`src/rtl/uart_start_detect_if.sv`:
```
// Handshake bundle between the RX FSM and the start-bit detector.
// The RX FSM side uses master; the detector uses slave.
interface uart_start_detect_if #(
  parameter int PRESCALE_W = 6,
  parameter int CNT_W      = 8
);
  logic                  enable;
  logic [PRESCALE_W-1:0] prescale;
  logic                  rx_in;
  logic                  clr_cnt;
  logic                  start_valid;
  logic                  start_glitch;
  logic                  busy;
  logic [CNT_W-1:0]      glitch_cnt;

  modport master (
    output enable, prescale, rx_in, clr_cnt,
    input  start_valid, start_glitch, busy, glitch_cnt
  );

  modport slave (
    input  enable, prescale, rx_in, clr_cnt,
    output start_valid, start_glitch, busy, glitch_cnt
  );
endinterface

```
`src/rtl/uart_start_detect.sv`:
```
// Start-bit detector: synchronises rx_in, arms on a falling edge and
// majority-votes SAMPLES oversampled ticks around mid-bit.
module uart_start_detect #(
  parameter int PRESCALE_W = 6,
  parameter int SAMPLES    = 3,
  parameter int CNT_W      = 8
) (
  input  logic                CLK,
  input  logic                RST,
  uart_start_detect_if.slave  bus
);

  localparam int ZW = (SAMPLES < 2) ? 1 : $clog2(SAMPLES + 1);
  localparam logic [PRESCALE_W-1:0] P_MIN  = PRESCALE_W'(SAMPLES + 2);
  localparam logic [PRESCALE_W-1:0] HALF_S = PRESCALE_W'(SAMPLES / 2);
  localparam logic [PRESCALE_W-1:0] S_M1   = PRESCALE_W'(SAMPLES - 1);
  localparam logic [ZW-1:0]         MAJ    = ZW'(SAMPLES / 2);

  typedef enum logic [1:0] {IDLE, SAMPLE, WAIT} state_e;

  state_e                state_q, state_d;
  logic                  s1_q, s1_d;
  logic                  rx_s_q, rx_s_d;
  logic                  rx_h_q, rx_h_d;
  logic [PRESCALE_W-1:0] tcnt_q, tcnt_d;
  logic [PRESCALE_W-1:0] p_q, p_d;
  logic [ZW-1:0]         zeros_q, zeros_d;
  logic                  valid_q, valid_d;
  logic                  glitch_q, glitch_d;
  logic [CNT_W-1:0]      cnt_q, cnt_d;

  logic [PRESCALE_W-1:0] lo, hi;
  logic                  in_win, fell, inc;
  logic [ZW-1:0]         zeros_nx;

  always_comb begin
    state_d  = state_q;
    s1_d     = bus.rx_in;
    rx_s_d   = s1_q;
    rx_h_d   = rx_s_q;
    tcnt_d   = tcnt_q;
    p_d      = p_q;
    zeros_d  = zeros_q;
    valid_d  = 1'b0;
    glitch_d = 1'b0;
    cnt_d    = cnt_q;
    inc      = 1'b0;

    // Vote window is centred on mid-bit; the clamp on P keeps it inside the bit.
    lo       = (p_q >> 1) - HALF_S;
    hi       = lo + S_M1;
    in_win   = (tcnt_q >= lo) && (tcnt_q <= hi);
    zeros_nx = zeros_q + ZW'(in_win && !rx_s_q);
    fell     = rx_h_q && !rx_s_q;

    case (state_q)
      IDLE: begin
        if (bus.enable && fell) begin
          state_d = SAMPLE;
          tcnt_d  = '0;
          zeros_d = '0;
          p_d     = (bus.prescale < P_MIN) ? P_MIN : bus.prescale;
        end
      end
      SAMPLE: begin
        if (!bus.enable) begin
          state_d = IDLE;
        end else if (tcnt_q == p_q - PRESCALE_W'(1)) begin
          if (zeros_nx > MAJ) begin
            valid_d = 1'b1;
            state_d = WAIT;
          end else begin
            glitch_d = 1'b1;
            inc      = 1'b1;
            state_d  = IDLE;
          end
        end else begin
          tcnt_d  = tcnt_q + PRESCALE_W'(1);
          zeros_d = zeros_nx;
        end
      end
      WAIT: begin
        if (!bus.enable) state_d = IDLE;
      end
      default: state_d = IDLE;
    endcase

    // Clear beats a same-cycle increment.
    if (bus.clr_cnt)            cnt_d = '0;
    else if (inc && cnt_q != '1) cnt_d = cnt_q + CNT_W'(1);
  end

  always_ff @(posedge CLK) begin
    if (RST) begin
      state_q  <= IDLE;
      s1_q     <= 1'b0;
      rx_s_q   <= 1'b0;
      rx_h_q   <= 1'b0;
      tcnt_q   <= '0;
      p_q      <= '0;
      zeros_q  <= '0;
      valid_q  <= 1'b0;
      glitch_q <= 1'b0;
      cnt_q    <= '0;
    end else begin
      state_q  <= state_d;
      s1_q     <= s1_d;
      rx_s_q   <= rx_s_d;
      rx_h_q   <= rx_h_d;
      tcnt_q   <= tcnt_d;
      p_q      <= p_d;
      zeros_q  <= zeros_d;
      valid_q  <= valid_d;
      glitch_q <= glitch_d;
      cnt_q    <= cnt_d;
    end
  end

  assign bus.start_valid  = valid_q;
  assign bus.start_glitch = glitch_q;
  assign bus.busy         = (state_q != IDLE);
  assign bus.glitch_cnt   = cnt_q;

endmodule

```
`src/flat_wrapper.sv`:
```
// flat-port wrapper written by rule: the top's interface ports become plain ports
module uart_start_detect_flat 
#(
  parameter int PRESCALE_W = 6,
  parameter int SAMPLES    = 3,
  parameter int CNT_W      = 8
)
  (CLK, RST, bus_enable, bus_prescale, bus_rx_in, bus_clr_cnt, bus_start_valid, bus_start_glitch, bus_busy, bus_glitch_cnt);
  uart_start_detect_if #(.PRESCALE_W(PRESCALE_W), .CNT_W(CNT_W)) bus_i ();
  input  logic CLK;
  input  logic RST;
  input wire logic [$bits(bus_i.enable)-1:0] bus_enable;
  input wire logic [$bits(bus_i.prescale)-1:0] bus_prescale;
  input wire logic [$bits(bus_i.rx_in)-1:0] bus_rx_in;
  input wire logic [$bits(bus_i.clr_cnt)-1:0] bus_clr_cnt;
  output wire logic [$bits(bus_i.start_valid)-1:0] bus_start_valid;
  output wire logic [$bits(bus_i.start_glitch)-1:0] bus_start_glitch;
  output wire logic [$bits(bus_i.busy)-1:0] bus_busy;
  output wire logic [$bits(bus_i.glitch_cnt)-1:0] bus_glitch_cnt;
  assign bus_i.enable = bus_enable;
  assign bus_i.prescale = bus_prescale;
  assign bus_i.rx_in = bus_rx_in;
  assign bus_i.clr_cnt = bus_clr_cnt;
  assign bus_start_valid = bus_i.start_valid;
  assign bus_start_glitch = bus_i.start_glitch;
  assign bus_busy = bus_i.busy;
  assign bus_glitch_cnt = bus_i.glitch_cnt;
  uart_start_detect #(.PRESCALE_W(PRESCALE_W), .SAMPLES(SAMPLES), .CNT_W(CNT_W)) u_core (.CLK(CLK), .RST(RST), .bus(bus_i));
endmodule
```
`config.mk`:
```
export PLATFORM = sky130hd
export DESIGN_NAME = uart_start_detect_flat
export DESIGN_NICKNAME = d
export VERILOG_FILES = /design/src/rtl/uart_start_detect_if.sv /design/src/rtl/uart_start_detect.sv /design/src/flat_wrapper.sv
export SDC_FILE = /design/constraint.sdc
export NUM_CORES = 1
export LEC_CHECK = 0
export CAP_MARGIN = 40
export CORE_MARGIN = 5
export CORE_UTILIZATION = 25
export DETAILED_ROUTE_END_ITERATION = 12
export PLACE_DENSITY_LB_ADDON = 0.25
export SLEW_MARGIN = 20
export SYNTH_ARGS = -nofsm -noshare
export SYNTH_HDL_FRONTEND = slang
export SYNTH_SLANG_ARGS = --single-unit
export TNS_END_PERCENT = 100
```
`constraint.sdc`:
```
create_clock -name CLK -period 4.95 [get_ports CLK]
set_input_delay 0.99 -clock CLK [delete_from_list [all_inputs] [get_ports CLK]]
set_output_delay 0.99 -clock CLK [all_outputs]
set_load 0.02 [all_outputs]
```
==> out/metrics.cfg <==
[outcome]
status = completed

[timing]
fin_tns_setup_ns = 0
slew_violations = 0
final_hold_viol_count = 0
finalSetupViolCount = 0
min_period_over_period_pct = 84.2
tightest_slew_ns = 0.714
finalCriticalPeriod_ns = 4.17
worst_slack_ns = 0.785
fin_skew_ns = 0.00302
maxSlewHeadroom_pct = 52.2
whs_ns = 0.436
rsz0062_at_grt = no
max_freq_mhz = 240

[floorplan]
dieArea_um2 = 9500
start_util_pct = 26.0
die_w_um = 97.5
io_pins = 22
placementRows = 31
die_h_um = 97.5
core-area_um2 = 7370

[layout]
area_growth_pct = 19.8
fill_cells = 796
multi_input_area_um2 = 1240
ff_latch_area_um2 = 581
fin_nets = 275
drive_gt1_share_pct = 7.32
fin_cells = 345
antenna_cells = 0

[worst_setup_path]
path_buf_inv = 2
cp_common_cell = ha_1
critPathSlowestCell = or4_4
crit_chain = inv_1 > ha_1 > xnor2_1 > inv_1 > ha_1 > nor3b_1 > xor2_1 > ha_1 > and4_1 > nand3_1 > a21oi_1 > o21ai_0 > nor3_1 > ha_1 > xor2_1 > or4_4 > or3_1 > a21oi_1
startpoint = u_core.p_q[2]$_SDFFE_PP0P_
crit_path_end_kind = flip-flop
slowest_delay_ns = 0.47
crit_cells = 18
worst-setup-path-type = reg -> reg
arrival_ns = 4.37
cp-start-kind = flip-flop
crit_fanout = 5
r2r_cells = 18
r2r-start = u_core.p_q[2]$_SDFFE_PP0P_
crit_family = simple AND/OR/NAND/NOR gates
crit_required_ns = 5.15

[synth]
ys.flop_type = dfxtp_1
synthAdderAreaFrac_pct = 12.3
syn_nets = 254
synth_compound_area_share_pct = 17.0
async_flop_share_pct = 0
synth_largest_area_cell = dfxtp_1
muxShareOfSynthArea_pct = 2.68
synth-xor-area-share_pct = 6.87
synth_edf_count = 0
synth_area_per_cell_um2 = 8.50
yosysWarnings = 0
synth_top_family_by_area = simple AND/OR/NAND/NOR gates
syn_area_um2 = 1910
netlist_instances = 225
yosys.area_share.simple_pct = 25.9
yosys-top-cells-area = dfxtp_1, ha_1, xor2_1, nand2_1, a21oi_1
synth-seq-cells = 29
synth_top_area_share_pct = 30.3
ys_seq_area_share_pct = 30.3
yosys.cell_types.count = 47

[cts]
post_cts_resized = 0
cts_root_buf = clkbuf_8
clockBufferDepth = 2
clk_pin_slew_ns = 0.06
cts_tree = yes
clkSinkCount = 29
postCtsSetupBuffers = 0
clkLatencyLatePin_ns = 0.27
ctsHoldBuffers = 0
h-tree-depth = 2
cts_inserted_buffers = 5

[global_route]
grt_pass1_vias = 1630
grt_pass1_wl_mm = 7.48
antenna_found_initial = 0
grt.overflow.total = 0
grt_max_degree = 20
grt_usage_pct = 9.37

[route]
wl_met3_um = 190
via_count = 1642
dr.pass1.iters = 4
wl_per_cell_um = 12.4
drtAntennaViolNets = 0
drt_iter0_drc = 123
route.detailed.drc = 0
top_layer = met4
met2_length_mm = 1.83
wirelength_mm = 4.28
met1_length_mm = 2.22
routed_via_density = 4.76

[hold_path]
min_from = u_core.rx_s_d$_SDFF_PP0_
holdCritPathClass = reg -> reg
min_path_cells = 1

[placement]
dp_worst_setup_slack_ns = 0.820
place_hpwl_mm = 3.22
gp_congestion = 0.779
port_buffers = 21
dp.cells = 338

[power]
leakage_nw = 0.866
powerDensity_nw_per_um2 = 215
ir_drop_mv = 0.120

[run]
max_cap_viol_count = 0

## registers in the layout, indices dropped and copies added (netlist names)
register,cells
u_core.rx_h_d,1
u_core.bus.glitch_cnt,8
u_core.rx_s_d,1
u_core.p_q,6
u_core.tcnt_q,6
u_core.bus.start_valid,1
u_core.zeros_q,2
u_core.state_q,2
u_core.bus.start_glitch,1
u_core.rx_h_q,1
## per-stage QoR
stage | power (W) | area (um^2) | utilization [%]
3_3_place_gp | 0.000303 | 2210 | 29.9
4_1_cts | 0.000502 | 2290 | 31.1
6_report | 0.000492 | 2290 | 31.1
3_5_place_dp | 0.000303 | 2210 | 29.9
2_1_floorplan | 0.000284 | 1910 | -
5_1_grt | 0.000523 | 2290 | 31.1
## cell usage after synthesis, types with 2 or more instances
cell,instances
a211oi_1,4
clkbuf_1,4
nand4_1,3
or2_2,2
nand3_1,6
and4_1,3
nand3b_1,2
a31o_2,3
buf_6,2
nand2_1,23
o21ai_0,6
nor2b_1,7
xnor2_1,5
a21oi_1,16
nand2b_1,2
dfxtp_1,29
mux2i_1,4
and3_1,4
ha_1,18
nor3b_1,2
a31oi_1,3
and2_1,3
o211ai_1,4
inv_1,14
nor2_1,13
or3_1,5
nor3_1,9
xor2_1,10
## worst paths after layout
path / to / slack, ns
worst max-delay path: u_core.bus.glitch_cnt[0]$_SDFFE_PP0P_ / 0.78
worst min register to register: u_core.rx_h_d$_SDFF_PP0_ / 0.44
worst min-delay path: u_core.rx_h_d$_SDFF_PP0_ / 0.44
worst max register to register: u_core.bus.glitch_cnt[0]$_SDFFE_PP0P_ / 0.78
## cell type report
cell class              count  share of cell area [%]
multi-input cells         175                    54.0
flip-flops and latches     29                    25.3
repair buffers             21                    9.17
well taps                  99                    5.40
clock buffers               7                    3.77
inverters                  14                    2.29
## power breakdown
part           leakage [nW]  switching [W]  internal, W
sequential            0.234     0.00000467     0.000237
combinational         0.587      0.0000306    0.0000259
clock                0.0443      0.0000845     0.000110
## routing by layer
| layer | track usage (%) | up-vias |
|---|---|---|
| met3 | 2.44 | 8 |
| met2 | 14.1 | 43 |
| li1 | - | 851 |
| met4 | 2.98 | 0 |
| met1 | 13.0 | 740 |
| met5 | 0 | - |
## cell families (layout without fill, tap and decap cells)
logic type	count (synthesis)	in the layout
simple gates	89	89
compound gates	47	47
flops	29	29
buf+inv	21	42
fa+ha+maj	19	19
xor+xnor	15	15
mux	5	5
## layout by cell type, fill, tap and decap left out, types with 3 or more instances in the layout
master / netlist / layout
a211oi_1: 4 / 4
a21oi_1: 16 / 16
a31o_2: 3 / 3
a31oi_1: 3 / 3
and2_1: 3 / 3
and3_1: 4 / 4
and4_1: 3 / 3
clkbuf_8: 0 / 6
clkdlybuf4s50_1: 0 / 21
dfxtp_1: 29 / 29
ha_1: 18 / 18
inv_1: 14 / 14
mux2i_1: 4 / 4
nand2_1: 23 / 23
nand3_1: 6 / 6
nand4_1: 3 / 3
nor2_1: 13 / 13
nor2b_1: 7 / 7
nor3_1: 9 / 9
o211ai_1: 4 / 4
o21ai_0: 6 / 6
or3_1: 5 / 5
xnor2_1: 5 / 5
xor2_1: 10 / 10
Power figures use the tool's default switching activity.
